$ cat src/rtl/coproc_pkg.sv
// Shared definitions for the coprocessor datapath blocks: FSM state
// encoding, buffering constants and default widths.
package coproc_pkg;

    // One-hot so the encoding lines up with the matrix multiply unit's FSM.
    typedef enum logic [2:0] {
        ST_IDLE = 3'b001,
        ST_RUN  = 3'b010,
        ST_DONE = 3'b100
    } state_t;

    // Entries in the result prefetch FIFO; must be a power of two.
    localparam int RES_FIFO_DEPTH = 4;

    // Cycles from the registered RES_RAM address/enable edge until the
    // word can be captured (data valid after t+1, captured at t+2).
    localparam int RAM_RD_LAT = 2;

    localparam int DEF_WIDTH          = 8;
    localparam int DEF_RES_DEPTH_BITS = 1;
    localparam int DEF_AXIS_WIDTH     = 32;

endpackage

$ cat src/rtl/res_stream_out_if.sv
// Master AXI Stream bundle carrying result words out of the coprocessor.
interface res_stream_out_if
    import coproc_pkg::*;
#(
    parameter int AXIS_width = DEF_AXIS_WIDTH
) ();

    logic                  TVALID;
    logic [AXIS_width-1:0] TDATA;
    logic                  TLAST;
    logic                  TREADY;

    modport master (output TVALID, output TDATA, output TLAST, input TREADY);
    modport slave  (input TVALID, input TDATA, input TLAST, output TREADY);

endinterface

$ cat src/rtl/res_out_fifo.sv
// Small synchronous FIFO holding prefetched result words ({last, data}).
// Push and pop may happen in the same cycle; the head is visible
// combinationally from the storage array so it can drive the stream.
module res_out_fifo
    import coproc_pkg::*;
#(
    parameter int DATA_W = DEF_WIDTH + 1,
    parameter int DEPTH  = RES_FIFO_DEPTH,
    parameter int CNT_W  = $clog2(DEPTH + 1)
) (
    input  logic              clk,
    input  logic              reset,
    input  logic              i_push,
    input  logic              i_pop,
    input  logic [DATA_W-1:0] i_data,
    output logic [DATA_W-1:0] o_head,
    output logic [CNT_W-1:0]  o_count,
    output logic              o_empty
);

    localparam int PTR_W = $clog2(DEPTH);

    logic [DATA_W-1:0] r_mem [DEPTH];
    logic [PTR_W-1:0]  r_wr_ptr;
    logic [PTR_W-1:0]  r_rd_ptr;
    logic [CNT_W-1:0]  r_count;

    logic w_push_ok;
    logic w_pop_ok;

    // A pop on empty is dropped; a push into a full FIFO is only taken
    // when a pop frees a slot in the same cycle.
    assign w_pop_ok  = i_pop && (r_count != '0);
    assign w_push_ok = i_push && ((r_count != CNT_W'(DEPTH)) || w_pop_ok);

    assign o_head  = r_mem[r_rd_ptr];
    assign o_count = r_count;
    assign o_empty = (r_count == '0);

    // Storage write; contents need no reset because the count gates use.
    always_ff @(posedge clk) begin
        if (w_push_ok) begin
            r_mem[r_wr_ptr] <= i_data;
        end
    end

    // Pointer and occupancy bookkeeping; pointers wrap naturally.
    always_ff @(posedge clk) begin
        if (reset) begin
            r_wr_ptr <= '0;
            r_rd_ptr <= '0;
            r_count  <= '0;
        end else begin
            if (w_push_ok) begin
                r_wr_ptr <= r_wr_ptr + PTR_W'(1);
            end
            if (w_pop_ok) begin
                r_rd_ptr <= r_rd_ptr + PTR_W'(1);
            end
            if (w_push_ok && !w_pop_ok) begin
                r_count <= r_count + CNT_W'(1);
            end else if (!w_push_ok && w_pop_ok) begin
                r_count <= r_count - CNT_W'(1);
            end
        end
    end

endmodule

$ cat src/rtl/res_stream_out.sv
// Result output stage: on Start, reads every RES_RAM word in address order
// and streams each one as an AXI Stream beat, TLAST on the final word,
// then pulses Done. A credit check on (FIFO fill + reads in flight) lets
// reads run ahead so beats can go out back-to-back under constant TREADY.
module res_stream_out
    import coproc_pkg::*;
#(
    parameter int width          = DEF_WIDTH,
    parameter int RES_depth_bits = DEF_RES_DEPTH_BITS,
    parameter int AXIS_width     = DEF_AXIS_WIDTH
) (
    input  logic                      clk,
    input  logic                      reset,
    input  logic                      Start,
    output logic                      Busy,
    output logic                      Done,
    output logic                      RES_read_en,
    output logic [RES_depth_bits-1:0] RES_read_address,
    input  logic [width-1:0]          RES_read_data_out,
    res_stream_out_if.master          m_axis
);

    localparam int NUM_WORDS  = 1 << RES_depth_bits;
    localparam int FIFO_CNT_W = $clog2(RES_FIFO_DEPTH + 1);
    localparam logic [RES_depth_bits-1:0] LAST_ADDR = RES_depth_bits'(NUM_WORDS - 1);

    state_t                      r_state;
    logic                        r_busy;
    logic                        r_done;
    // One extra bit so the issue counter can sit one past the last word
    // instead of wrapping back to zero.
    logic [RES_depth_bits:0]     r_rd_addr;
    logic [RES_depth_bits-1:0]   r_read_addr;
    // Stage 0 is the registered read enable itself; the last stage marks
    // the cycle whose RAM data is captured into the FIFO.
    logic [RAM_RD_LAT-1:0]       r_pipe_v;
    logic [RAM_RD_LAT-1:0]       r_pipe_last;

    logic [width:0]              w_head;
    logic [width-1:0]            w_head_data;
    logic                        w_head_last;
    logic [FIFO_CNT_W-1:0]       w_fifo_count;
    logic                        w_fifo_empty;
    logic [FIFO_CNT_W-1:0]       w_inflight;
    logic [FIFO_CNT_W:0]         w_occupancy;
    logic                        w_issue;
    logic                        w_push;
    logic                        w_pop;
    logic                        w_valid;

    // Count reads that have been issued but not yet landed in the FIFO.
    always_comb begin
        w_inflight = '0;
        for (int i = 0; i < RAM_RD_LAT; i++) begin
            w_inflight = w_inflight + FIFO_CNT_W'(r_pipe_v[i]);
        end
    end

    assign w_occupancy = {1'b0, w_fifo_count} + (FIFO_CNT_W + 1)'(w_inflight);
    assign w_issue     = (r_state == ST_RUN) && !r_rd_addr[RES_depth_bits]
                         && (w_occupancy < (FIFO_CNT_W + 1)'(RES_FIFO_DEPTH));
    assign w_push      = r_pipe_v[RAM_RD_LAT-1];
    assign w_valid     = !w_fifo_empty;
    assign w_pop       = w_valid && m_axis.TREADY;

    assign w_head_data = w_head[width-1:0];
    assign w_head_last = w_head[width];

    res_out_fifo #(
        .DATA_W (width + 1),
        .DEPTH  (RES_FIFO_DEPTH),
        .CNT_W  (FIFO_CNT_W)
    ) u_fifo (
        .clk     (clk),
        .reset   (reset),
        .i_push  (w_push),
        .i_pop   (w_pop),
        .i_data  ({r_pipe_last[RAM_RD_LAT-1], RES_read_data_out}),
        .o_head  (w_head),
        .o_count (w_fifo_count),
        .o_empty (w_fifo_empty)
    );

    // Control FSM plus the read-issue counter and read-latency pipeline.
    always_ff @(posedge clk) begin
        if (reset) begin
            r_state     <= ST_IDLE;
            r_busy      <= 1'b0;
            r_done      <= 1'b0;
            r_rd_addr   <= '0;
            r_read_addr <= '0;
            r_pipe_v    <= '0;
            r_pipe_last <= '0;
        end else begin
            r_pipe_v[0]    <= w_issue;
            r_pipe_last[0] <= w_issue && (r_rd_addr[RES_depth_bits-1:0] == LAST_ADDR);
            for (int i = 1; i < RAM_RD_LAT; i++) begin
                r_pipe_v[i]    <= r_pipe_v[i-1];
                r_pipe_last[i] <= r_pipe_last[i-1];
            end
            if (w_issue) begin
                r_read_addr <= r_rd_addr[RES_depth_bits-1:0];
                r_rd_addr   <= r_rd_addr + (RES_depth_bits + 1)'(1);
            end
            r_done <= 1'b0;
            case (r_state)
                ST_IDLE: begin
                    if (Start) begin
                        r_state   <= ST_RUN;
                        r_busy    <= 1'b1;
                        r_rd_addr <= '0;
                    end
                end
                ST_RUN: begin
                    if (w_pop && w_head_last) begin
                        r_state <= ST_DONE;
                        r_done  <= 1'b1;
                    end
                end
                ST_DONE: begin
                    r_state <= ST_IDLE;
                    r_busy  <= 1'b0;
                end
                default: begin
                    r_state <= ST_IDLE;
                    r_busy  <= 1'b0;
                end
            endcase
        end
    end

    // The credit rule must keep FIFO fill plus outstanding reads in bounds.
    always_ff @(posedge clk) begin
        if (!reset) begin
            assert (w_occupancy <= (FIFO_CNT_W + 1)'(RES_FIFO_DEPTH));
        end
    end

    assign Busy             = r_busy;
    assign Done             = r_done;
    assign RES_read_en      = r_pipe_v[0];
    assign RES_read_address = r_read_addr;

    // Outputs are forced to zero while empty so stale storage never shows.
    assign m_axis.TVALID = w_valid;
    assign m_axis.TLAST  = w_valid && w_head_last;

    generate
        if (AXIS_width > width) begin : g_zext
            assign m_axis.TDATA = w_valid ? {{(AXIS_width - width){1'b0}}, w_head_data}
                                          : '0;
        end else begin : g_direct
            assign m_axis.TDATA = w_valid ? w_head_data : '0;
        end
    endgenerate

endmodule

$ cat src/flat_wrapper.sv
// flat-port wrapper written by rule: the top's interface ports become plain ports
module res_stream_out_flat import coproc_pkg::*;
#(
    parameter int width          = DEF_WIDTH,
    parameter int RES_depth_bits = DEF_RES_DEPTH_BITS,
    parameter int AXIS_width     = DEF_AXIS_WIDTH
)
  (clk, reset, Start, Busy, Done, RES_read_en, RES_read_address, RES_read_data_out, m_axis_TVALID, m_axis_TDATA, m_axis_TLAST, m_axis_TREADY);
  res_stream_out_if #(.AXIS_width(AXIS_width)) m_axis_i ();
  input  logic clk;
  input  logic reset;
  input  logic Start;
  output logic Busy;
  output logic Done;
  output logic RES_read_en;
  output logic [RES_depth_bits-1:0] RES_read_address;
  input  logic [width-1:0] RES_read_data_out;
  output wire logic [$bits(m_axis_i.TVALID)-1:0] m_axis_TVALID;
  output wire logic [$bits(m_axis_i.TDATA)-1:0] m_axis_TDATA;
  output wire logic [$bits(m_axis_i.TLAST)-1:0] m_axis_TLAST;
  input wire logic [$bits(m_axis_i.TREADY)-1:0] m_axis_TREADY;
  assign m_axis_TVALID = m_axis_i.TVALID;
  assign m_axis_TDATA = m_axis_i.TDATA;
  assign m_axis_TLAST = m_axis_i.TLAST;
  assign m_axis_i.TREADY = m_axis_TREADY;
  res_stream_out #(.width(width), .RES_depth_bits(RES_depth_bits), .AXIS_width(AXIS_width)) u_core (.clk(clk), .reset(reset), .Start(Start), .Busy(Busy), .Done(Done), .RES_read_en(RES_read_en), .RES_read_address(RES_read_address), .RES_read_data_out(RES_read_data_out), .m_axis(m_axis_i));
endmodule
$ cat config.mk
export PLATFORM = sky130hd
export DESIGN_NAME = res_stream_out_flat
export DESIGN_NICKNAME = d
export VERILOG_FILES = /design/src/rtl/coproc_pkg.sv /design/src/rtl/res_stream_out_if.sv /design/src/rtl/res_out_fifo.sv /design/src/rtl/res_stream_out.sv /design/src/flat_wrapper.sv
export SDC_FILE = /design/constraint.sdc
export NUM_CORES = 1
export LEC_CHECK = 0
export BUFFER_PORTS_ARGS = -buffer_cell sky130_fd_sc_hd__clkbuf_2
export CELL_PAD_IN_SITES_DETAIL_PLACEMENT = 2
export CELL_PAD_IN_SITES_GLOBAL_PLACEMENT = 2
export CORE_MARGIN = 2
export CORE_UTILIZATION = 37
export DETAILED_ROUTE_END_ITERATION = 16
export PLACE_DENSITY_LB_ADDON = 0.3
export SYNTH_ARGS = -nofsm -noshare
export SYNTH_HDL_FRONTEND = slang
export SYNTH_HIERARCHICAL = 1
export SYNTH_SLANG_ARGS = --single-unit
$ cat constraint.sdc
create_clock -name clk -period 3.75 [get_ports clk]
set_clock_uncertainty 0.1 [all_clocks]
set_input_delay 0.75 -clock clk [delete_from_list [all_inputs] [get_ports clk]]
set_output_delay 0.75 -clock clk [all_outputs]
set_load 0.02 [all_outputs]
Yosys cells after proc, flatten, opt, wreduce, memory -nomap -nowiden
Memory sizes are Yosys's and may differ from the RTL's. A register that Yosys moved wholly into a read port is not among the register bits.
Cells that the tools add are included.
Word-level totals
  memories: 1
  register bits: 19
  memory bits (writable): 36
  logic and storage cells: 62
Cells by class
  equality and inequality tests: 5
  mux-type cells: 16
  magnitude comparators: 1
  reduce and logical (&&, ||, !) cells: 21
  bitwise logic cells: 1
  add/sub/neg operators: 7
Memory list
  u_core.u_fifo.r_mem: depth 4, bits a word 9, read ports 1, clocked after memory_dff 1, wr ports 1, RTL line res_out_fifo.sv:23  | logic [DATA_W-1:0] r_mem [DEPTH];
Operators with widths (count)
  $mux W3: 4
  $logic_and A1 B1 Y1: 10
  $mux W2: 5
  $mux W8: 1
  $add A2 B1 Y2 const B: 3
  $pmux W3 S2: 1
  $add A3 B3 Y4: 1
  $logic_not A1 Y1: 4
  $lt A4 B3 Y1 const B: 1
  $mux W1: 4
  $ne A2 B2 Y1 const B: 2
  $reduce_and A2 Y1: 2
  $add A3 B1 Y3 const B: 1
  $eq A3 B1 Y1 const B: 1
  $eq A3 B2 Y1 const B: 1
  $logic_not A3 Y1: 1
  $ne A3 B3 Y1 const B: 1
  $reduce_bool A3 Y1: 1
  $sub A3 B1 Y3 const B: 1
  $add A1 B1 Y2: 1
  $pmux W1 S2: 1
  $reduce_bool A2 Y1: 1
  $reduce_or A2 Y1: 1
  $logic_or A1 B1 Y1: 1
  $not A1 Y1: 1

Longest topological paths before layout
Gate-level depths: netlist of the first run.
  depth in word-level cells: 10
  depth in mapped cells: 10
  depth with buffers taken out: 9

By module
The synthesis of the first run kept the hierarchy.
Modules (own cells, without submodules)
  res_out_fifo: area an instance 1773.0 um^2, times used 1, seq. area each 1261.2 um^2, cells an instance 94
  res_stream_out: area an instance 698.2 um^2, times used 1, seq. area each 240.2 um^2, cells an instance 80

Least setup slack after synthesis of the first run
No wires, ideal clock.
  path kind: register -> register
  start point: reg u_core.u_fifo.r_count[0] (netlist: u_core/u_fifo/o_count[0])
  end point: reg u_core.u_fifo.r_count[2] (netlist: u_core/u_fifo/o_count[2])
  clock period less this slack: 2.630 ns
  path slack: 1.120 ns
  cell stages (with the launch flop): 11
  arrival time: 2.459 ns
  library setup time: 0.070 ns
  cells stage by stage: dfxtp_1 nor3_1 clkbuf_1 nor2b_1 o41a_4 ha_1 inv_1 fa_1 xor2_1 or3_2 a21oi_1
Between the ends
  word-level cells in the longest chain between the ends: 9
RTL lines
  start, declared: RTL line res_out_fifo.sv:26  | logic [CNT_W-1:0] r_count;
  start signal, assigned: RTL line res_out_fifo.sv:61  | r_count <= r_count + CNT_W'(1);
  start signal, assigned: RTL line res_out_fifo.sv:63  | r_count <= r_count - CNT_W'(1);
  $logic_not A3 Y1 (*): RTL line res_out_fifo.sv:38  | assign o_empty = (r_count == '0);
  via u_core.w_fifo_empty: RTL line res_stream_out.sv:43  | logic w_fifo_empty;
  $logic_not A1 Y1 (*): RTL line res_stream_out.sv:63  | assign w_valid = !w_fifo_empty;
  $logic_and A1 B1 Y1 (*): RTL line res_stream_out.sv:64  | assign w_pop = w_valid && m_axis.TREADY;
  via u_core.w_pop: RTL line res_stream_out.sv:48  | logic w_pop;
  $logic_and A1 B1 Y1 (*): RTL line res_out_fifo.sv:33  | assign w_pop_ok = i_pop && (r_count != '0);
  $logic_or A1 B1 Y1 (*): RTL line res_out_fifo.sv:34  | assign w_push_ok = i_push && ((r_count != CNT_W'(DEPTH)) || w_pop_ok);
  $logic_and A1 B1 Y1 (*): RTL line res_out_fifo.sv:34
  via u_core.u_fifo.w_push_ok: RTL line res_out_fifo.sv:28  | logic w_push_ok;
  $logic_not A1 Y1: RTL line res_out_fifo.sv:62  | end else if (!w_push_ok && w_pop_ok) begin
  $logic_and A1 B1 Y1: RTL line res_out_fifo.sv:62
  $reduce_bool A2 Y1 (no line)
The timed path passes the listed nets; every way through them passes the cells marked *. The select of a mux whose other input is x is not followed.
A chain may end at the register's enable or synchronous reset.

==> results of run 1 <==
## sequential cells by signal, summed over array words and instances (netlist names), named ones only
register                 count
u_core/r_rd_addr             2
u_core/RES_read_address      1
u_core/u_fifo/r_mem         36
u_core/u_fifo/r_rd_ptr       2
u_core/u_fifo/r_wr_ptr       2
u_core/r_state               3
u_core/Busy                  1
u_core/r_pipe_v              2
u_core/r_pipe_last           2
u_core/Done                  1
u_core/u_fifo/o_count        3
## Yosys cell counts, types with 2 or more instances
master and n:
a211oi_1 2, a21oi_1 2, and2_2 4, buf_4 24, clkbuf_1 3, dfxtp_1 21
edfxtp_1 36, ha_1 6, inv_1 5, mux2i_1 4, mux4_2 9, nand2_1 3
nand2b_1 4, nand3b_1 3, nor2_1 9, nor2b_1 14, nor3_1 2, nor4_1 2
o21ai_0 3, xor2_1 4
## final cells by class
type / instances / area [um^2]
Tap cell: 77 / 96.3
Sequential cell: 57 / 1500
Inverter: 6 / 22.5
Fill cell: 642 / 3620
Timing Repair Buffer: 26 / 133
Clock buffer: 11 / 141
Multi-Input combinational cell: 105 / 833
Clock inverter: 5 / 78.8
## stage by stage
step,power (uW),worst slack (ns)
finish,1370,0.903
floorplan,746,1.12
global route,1430,0.738
global placement,742,1.02
detailed placement,747,0.820
CTS,1390,0.812
## layer usage
metal / wire length (um) / global-route usage, %
met1: 2130 / 17.8
met2: 2570 / 24.7
met3: 220 / 4.52
met4: 93 / 7.36
met5: 0 / 0
## logic make-up (layout without fill, tap and decap cells)
family                     count (synthesis)  in the layout  share of synthesized area (%)
DFF                                       57             57                           60.8
and+or+nand+nor                           44             44                           10.5
buffers and inverters                     35             48                           9.01
muxes                                     14             14                           10.4
AOI/OAI and AO/OA                         12             12                           3.85
adders and majority gates                  7              7                           3.85
xor gates and xnor gates                   4              4                           1.42
other                                      1             24                          0.152
## power by group
| group | leakage [uW] | internal [uW] | switching, uW |
|---|---|---|---|
| Sequential | 0.000490 | 669 | 3.94 |
| Clock | 0.000113 | 391 | 242 |
| Combinational | 0.000462 | 15.3 | 45.4 |
| Total | 0.00107 | 1080 | 292 |
## critical path: stages (launching register included)
cell	delay, ns
dfxtp_1	0.74
mux4_2	0.62
nor2b_1	0.16
clkbuf_2	0.15
## path summary, 6_finish.rpt
path	slack (ns)	from	end
worst max-delay path	0.90	flop	m_axis_TLAST
worst min-delay path	0.35	u_core/r_pipe_last[0]	u_core/r_pipe_last[1]
worst min register to register	0.35	u_core/r_pipe_last[0]	u_core/r_pipe_last[1]
worst max register to register	1.05	u_core/u_fifo/o_count[0]	u_core/u_fifo/o_count[2]
==> results.md, run 1 <==
* Design Area, Final at 2810 um^2
* Vias/cell at 4.82
* Max Slew Vio Count at 0
* LEAKAGE at 0.00107 uW
* Vias in the first global route at 1487
* Post-CTS Resized at 0
* Yosys top cell by area: edfxtp_1
* Failing checks: design-rule violations
* Critical Path Sink Type: output port
* WP data required at 2.90 ns
* Drt pass-1 iters at 10
* Run status: complete, but fails checks
* WP data arrival at 2.00 ns
* Top_reg_cell synth: edfxtp_1
* H-tree depth at 3
* Post-synth cell types at 34
* Clk root buf: clkbuf_8
* Avg Inst Size Synth at 14.2 um^2
* Routed Antenna Nets at 0
* #FFs+latches synth at 57
* DR vias at 1382
* Clk sinks at 57
* IO Pins at 50
* Most frequent cells in the layout: edfxtp_1 (36), clkbuf_2 (25), conb_1 (24)
* Measured slew at the worst slew-check pin at 0.651 ns
* Yosys warns at 6
* Final Util at 43.7%
* Final net count at 224
* Worst Path Max Fanout at 9
* Minimum clock period at 2.85 ns
* Pin count of the biggest net entering global routing at 23
* Post-cts hold buffer count at 0
* Cell Rows at 29
* Seq/Total Area, Yosys at 60.8%
* Commonest non-fill, non-tap cell in the layout: edfxtp_1
* Placed Instances at 271
* Final wirelength at 5010 um
* Port buffer count at 25
* Post-CTS setup buffers at 0
* Slew HR at 56.5%
* Synth async-reset ratio at 0%
* CTS buffer count at 9
* Starting Density at 38.5%
* Count of final hold-check violations at 0
* Grt ovf at 0
* Mapped cell area at 2470 um^2
* DR iter-0 viols at 66
* WL per Instance at 17.5 um
* Worst Reg-to-Reg Cells at 9
* Clock Path Buffers at 2
* Power density over the cells at 487 nW/um^2
* Max_cap viols at 0
* TritonCTS clock tree: done
* GRT Resource Usage Total at 15.0%
* Final cell count without fillers at 287
* Share of the synthesized area in the top cell type at 43.7%
* Vert. Die Dim at 85.7 um
* Detailed Place HPWL at 3580 um
* VDD IR-drop max at 0.000174 V
* Hold depth at 1
* Post-route clock period utilization at 75.9%
* ANT cells at 0
* Hold WC Path Type: reg -> reg
* Startpoint Class: flop
* Worst hold slack at 0.346 ns
* Worst-Skew Late Latency at 0.33 ns
* Die Wd at 85.7 um
* DIE AREA at 7350 um^2
* Post-DP Area at 2590 um^2
* Core area at 6420 um^2
* Initial antenna violation count at 0
* Synth Instances at 174
* RD Place Congestion at 0.738
* Kind of critical path: reg -> out
* Setup TNS at 0 ns
* Layout cells sized above 1 at 28.1%
* First-pass GRT wire length at 8040 um
* Max Fclk at 0.351 GHz
* Final Setup Violations at 0
* Post-synth EDFFs at 36
* Clock transition at path regs at 0.06 ns
* Area delta synth->final at 13.6%
* Synth top area cells: edfxtp_1 (44%), dfxtp_1 (17%), mux4_2 (8.2%), buf_4 (7.3%), nor2b_1 (3.5%)
* Unrepaired setup endpoints after global routing: false
* # DRC at 5
No activity file was read; power rests on OpenSTA's default activity.
==> run 2: changes to the inputs <==
- clock period: 3.75 -> 2.75 ns (I/O delays scaled with it)
==> run 2 against run 1 <==
  * The flow still finishes with violations (design-rule violations)
  * Global-route usage rose by 0.73 points
  * Sequential cell count did not move
  * Power rose by 35%
  * Design area rose by 0.31%
  * Largest cell class unchanged
  * Largest power group unchanged
  * Highest routed layer unchanged
==> results.md, run 2 (synthesis results as in run 1) <==
* Grt ovf at 0 (unchanged)
* IO Pins at 50 (unchanged)
* Worst-Skew Late Latency at 0.33 ns (about the same)
* # DRC at 5 (unchanged)
* WP data arrival at 2.74 ns (+0.74 ns)
* Most frequent cells in the layout: edfxtp_1 (36), clkbuf_2 (25), conb_1 (24)
* Final Setup Violations at 0 (unchanged)
* Gate power share at 4.5% (about the same)
* Starting Density at 38.5% (unchanged)
* Multi-input gate area at 841 um^2 (+0.90%)
* Clock Path Buffers at 2 (unchanged)
* Post-route clock period utilization at 93.8%
* Post-CTS setup buffers at 0 (unchanged)
* TritonCTS clock tree: done
* Vias in the first global route at 1535 (+3.2%)
* Vert. Die Dim at 85.7 um (unchanged)
* Hold WC Path Type: in -> reg
* GRT Resource Usage Total at 15.7% (+0.73 points)
* Die Wd at 85.7 um (unchanged)
* Area delta synth->final at 13.9%
* Kind of critical path: reg -> reg
* Measured slew at the worst slew-check pin at 0.513 ns (-0.138 ns)
* First-pass GRT wire length at 8360 um (+4.0%)
* Psw at 384 uW (+32%)
* Layout cells sized above 1 at 28.4% (+0.34 points)
* DR vias at 1406 (+1.7%)
* Port buffer count at 25 (unchanged)
* Post-DP Area at 2590 um^2 (+0.29%)
* Top reg by flops: u_core/u_fifo/r_mem
* Commonest non-fill, non-tap cell in the layout: edfxtp_1
* Placed Instances at 272 (+0.37%)
* VDD IR-drop max at 0.000244 V (+40%)
* Minimum clock period at 2.58 ns
* Pin count of the biggest net entering global routing at 23 (unchanged)
* Clock transition at path regs at 0.06 ns (about the same)
* Power density over the cells at 656 nW/um^2 (+35%)
* Pre-CTS setup slack at 0.0592 ns (-0.760 ns)
* Startpoint Class: flop
* Core area at 6420 um^2 (unchanged)
* LEAKAGE at 0.00107 uW (about the same)
* Post-cts hold buffer count at 0 (unchanged)
* CP max stage delay at 0.48 ns (-0.26 ns)
* Count of final hold-check violations at 0 (unchanged)
* Max Slew Vio Count at 0 (unchanged)
* Register area at 1500 um^2 (about the same)
* Fillers at 636 (-0.93%)
* DR iter-0 viols at 79 (+20%)
* Switch share at 20.8% (-0.54 points)
* Final wirelength at 5250 um (+4.7%)
* DIE AREA at 7350 um^2 (unchanged)
* CTS buffer count at 9 (unchanged)
* Worst Path Max Fanout at 7 (-2)
* Max FFs per register at 36 (unchanged)
* Vias/cell at 4.88 (+1.4%)
* ANT cells at 0 (unchanged)
* Max_cap viols at 0 (unchanged)
* Final cell count without fillers at 288 (+0.35%)
* CP max stage cell: dfxtp_1
* Run status: complete, but fails checks
* Clk root buf: clkbuf_8
* Final net count at 225 (+0.45%)
* Failing checks: design-rule violations
* Cells along the critical path: nor3_2, nor2b_2, o41a_4, ha_1, inv_1, fa_1, xor2_1, or3_2, a21oi_1
* WL per Instance at 18.2 um (+4.3%)
* Clock share of power at 45.8% (-0.6 points)
* Design Area, Final at 2820 um^2 (+0.31%)
* Drt pass-1 iters at 12 (+2)
* Cell Rows at 29 (unchanged)
* WP data required at 2.91 ns (about the same)
* Sequential share of power at 49.7% (+0.5 points)
* Routed Antenna Nets at 0 (unchanged)
* Initial antenna violation count at 0 (unchanged)
* RD Place Congestion at 0.695 (-5.8%)
* Int Pwr at 1460 uW (+36%)
* Unrepaired setup endpoints after global routing: false
* Setup TNS at 0 ns (unchanged)
* Detailed Place HPWL at 3630 um (+1.5%)
* Clk sinks at 57 (unchanged)
* Final worst slack at 0.171 ns (-0.732 ns)
* Slew HR at 65.4% (+8.9 points)
* Max Fclk at 0.388 GHz
* H-tree depth at 3 (unchanged)
* Critical Path Sink Type: flop
[run 2: what timing repair did]
item | 4_1_cts | 5_1_grt
pin swaps | 0 | 0
cloned | 0 | 0
endpoints found under the setup margin | 1 | 1
resized for setup | 1 | 2
[run 2: critical path: cells and delay by family, from the launching register on]
family / cells / cell delay (ns)
AOI/OAI and AO/OA: 2 / 0.37
DFF: 1 / 0.48
xor gates and xnor gates: 1 / 0.17
and+or+nand+nor: 3 / 0.74
buffers and inverters: 1 / 0.07
adders and majority gates: 2 / 0.58
[run 2: metal layers]
layer	part of all wire (%)	GRT usage (%)	vias to the layer above	routed length, um
li1	-	-	641	-
met4	1.5	6.49	0	78
met1	42	18.7	718	2220
met2	52	26.3	39	2710
met5	0	0	-	0
met3	4.6	5.10	8	240
[run 2: metrics by stage]
stage / util, % / hold slack [ns] / total power [uW]
2_1_floorplan: - / 0.314 / 1020
3_3_place_gp: 40.4 / 0.336 / 1010
3_5_place_dp: 40.4 / 0.344 / 1020
4_1_cts: 43.7 / 0.318 / 1870
5_1_grt: 43.8 / 0.328 / 1920
6_report: 43.8 / 0.337 / 1850
[run 2: worst paths after layout]
check        depth (start not counted)                startpoint  slack, ns                   endpoint
min                                  1      RES_read_data_out[3]       0.34  u_core/u_fifo/r_mem[2][3]
min reg2reg                          1     u_core/r_pipe_last[0]       0.35      u_core/r_pipe_last[1]
max reg2reg                          9  u_core/u_fifo/o_count[1]       0.17   u_core/u_fifo/o_count[2]
max                                  9  u_core/u_fifo/o_count[1]       0.17   u_core/u_fifo/o_count[2]
[run 2: area by class of cell]
cell class | instances | area share, %
multi-input cells | 105 | 29.9
repair buffers | 27 | 4.98
clock inverters | 4 | 2.40
flip-flops and latches | 57 | 53.4
inverters | 6 | 0.800
well taps | 77 | 3.42
clock buffers | 12 | 5.16
[run 2: power by group through the flow]
| stage | logic [uW] | clock network, uW | registers (uW) |
|---|---|---|---|
| after floorplan | 81.4 | 0 | 936 |
| after CTS | 83.2 | 872 | 918 |
| final | 83.1 | 846 | 918 |
| after detailed placement | 82.5 | 0 | 936 |
| after global placement | 77.6 | 0 | 935 |
| after global routing | 90.3 | 914 | 918 |
==> run 3: changes to the inputs <==
- CORE_MARGIN: 2 -> 1.5
==> run 3 against run 2 <==
  * The run now ends clean
  * Non-clock buffer count unchanged
  * Fmax increased by 0.69%
  * Clock power decreased by 9.7%
  * Design area decreased by 1.2%
  * Final cell count unchanged
==> results.md, run 3 (synthesis results as in run 1) <==
* Max Slew Vio Count at 0 (unchanged)
* RD Place Congestion at 0.700 (+0.63%)
* Worst-Skew Late Latency at 0.35 ns (+0.02 ns)
* Layout cells sized above 1 at 28.9% (+0.47 points)
* Clock transition at path regs at 0.08 ns (+0.02 ns)
* Max FFs per register at 36 (unchanged)
* Max Fclk at 0.390 GHz (+0.69%)
* CP endpoint: m_axis_TDATA[7]
* Final cell count without fillers at 288 (unchanged)
* Design Area, Final at 2780 um^2 (-1.2%)
* Max Used Layer: met4
* First-pass GRT wire length at 8470 um (+1.2%)
* Final Util at 43.6% (-0.26 points)
* Met2 wire len at 2780 um (+2.6%)
* Top reg by flops: u_core/u_fifo/r_mem
* WL per Instance at 18.5 um (+1.4%)
* Pin count of the biggest net entering global routing at 23 (unchanged)
* Routed Antenna Nets at 0 (unchanged)
* Clk root buf: clkbuf_8
* Final net count at 225 (unchanged)
* Area delta synth->final at 12.6%
* Worst Path Max Fanout at 5 (-2)
* Post-DP Area at 2590 um^2 (unchanged)
* Hold WC Path Type: in -> reg
* CTS buffer count at 9 (unchanged)
* Cell Rows at 29 (unchanged)
* Grt ovf at 0 (unchanged)
* ANT cells at 0 (unchanged)
* DIE AREA at 7180 um^2 (-2.3%)
* Kind of critical path: reg -> out
* Die Wd at 84.7 um (-1.2%)
* Power Total at 1760 uW (-4.5%)
* Vert. Die Dim at 84.7 um (-1.2%)
* Vias/cell at 4.89 (+0.14%)
* Critical Path Sink Type: output port
* Count of final hold-check violations at 0 (unchanged)
* Hold Path Origin: RES_read_data_out[4]
* Measured slew at the worst slew-check pin at 0.494 ns (-0.0191 ns)
* Final wirelength at 5320 um (+1.4%)
* VDD IR-drop max at 0.000287 V (+18%)
* Wire length on met3 at 295 um (+23%)
* Core area at 6390 um^2 (-0.57%)
* Starting Density at 38.7% (+0.22 points)
* Port buffer count at 25 (unchanged)
* # DRC at 0 (-5)
* Fillers at 638 (+0.31%)
* Setup TNS at 0 ns (unchanged)
* WP data arrival at 1.91 ns (-0.83 ns)
* H-tree depth at 3 (unchanged)
* Placed Instances at 272 (unchanged)
* GRT Resource Usage Total at 16.5% (+0.77 points)
* DR vias at 1408 (+0.14%)
* Met1 WL at 2080 um (-6.1%)
* Startpoint Class: flop
* Vias in the first global route at 1539 (+0.26%)
* Unrepaired setup endpoints after global routing: false
* Power density over the cells at 634 nW/um^2 (-3.4%)
* Post-route clock period utilization at 93.1% (-0.64 points)
* DR iter-0 viols at 52 (-34%)
* Worst R2R Setup Slack at 0.20 ns (+0.03 ns)
* Max_cap viols at 0 (unchanged)
* Worst Reg-to-Reg Cells at 9 (unchanged)
* Critical R2R Launch: u_core/u_fifo/o_count[2]
* Run status: finished clean
* FF-to-FF End: u_core/u_fifo/o_count[2]
* Commonest non-fill, non-tap cell in the layout: edfxtp_1
* IO Pins at 50 (unchanged)
* Initial antenna violation count at 0 (unchanged)
* Drt pass-1 iters at 4 (-8)
* Detailed Place HPWL at 3550 um (-2.2%)
* WP data required at 2.10 ns (-0.81 ns)
* TritonCTS clock tree: done
* Post-cts hold buffer count at 0 (unchanged)
* Most frequent cells in the layout: edfxtp_1 (36), clkbuf_2 (25), conb_1 (24)
* Clock Path Buffers at 2 (unchanged)
* Final Setup Violations at 0 (unchanged)
* LEAKAGE at 0.00105 uW (-1.6%)
* Slew HR at 66.9% (+1.6 points)
* Clk sinks at 57 (unchanged)
* Minimum clock period at 2.56 ns (-0.0177 ns)
-- run 3: changes by cell type in the layout (fill, tap and decap cells not counted), sizes merged --
cell,delta
clkinv,+1
bufinv,-1
clkbuf,-2
clkinvlp,+2
-- run 3: area by class of cell --
cell class,instances,area [um^2],area share (%)
repair buffers,27,140,5.04
flip-flops and latches,57,1500,54.0
multi-input cells,105,833,29.9
clock inverters,6,58.8,2.11
clock buffers,10,128,4.59
well taps,77,96.3,3.46
inverters,6,22.5,0.809
-- run 3: repair_timing --
item / in CTS / in global routing
gates resized for setup: 0 / 2
setup buffers: 0 / 0
endpoints found under the setup margin: 0 / 1
-- run 3: critical path: stages (launching register included) --
cell and delay (ns):
dfxtp_1 0.51, buf_4 0.24, mux4_2 0.51, nor2b_1 0.15, clkbuf_2 0.16
-- run 3: worst min path at each step --
stage / cells after the start / slack (ns) / end
2_1_floorplan: 1 / 0.31 / u_core/r_pipe_last[1]
3_3_place_gp: 1 / 0.34 / u_core/r_pipe_last[1]
3_5_place_dp: 1 / 0.35 / u_core/r_pipe_last[1]
4_1_cts: 1 / 0.31 / u_core/u_fifo/r_mem[1][2]
5_1_grt: 1 / 0.31 / u_core/u_fifo/r_mem[2][4]
6_report: 1 / 0.32 / u_core/u_fifo/r_mem[2][4]
-- run 3: metrics by stage --
| stage | hold WS [ns] | setup slack [ns] |
|---|---|---|
| floorplan | 0.314 | 0.120 |
| global placement | 0.337 | 0.236 |
| detailed placement | 0.346 | 0.0792 |
| CTS | 0.310 | 0.113 |
| global route | 0.309 | 0.0484 |
| finish | 0.323 | 0.189 |
-- run 3: layer usage --
metal	vias up	track usage, %
li1	639	-
met1	713	18.2
met2	44	27.5
met3	12	5.80
met4	0	9.38
met5	-	0
-- run 3: where the power goes --
part           total (uW)  internal (uW)  leakage (uW)  switching [uW]
Sequential            917            912      0.000491            5.15
Clock                 764            412     0.0000897             352
Combinational        83.5           20.9      0.000467            62.5
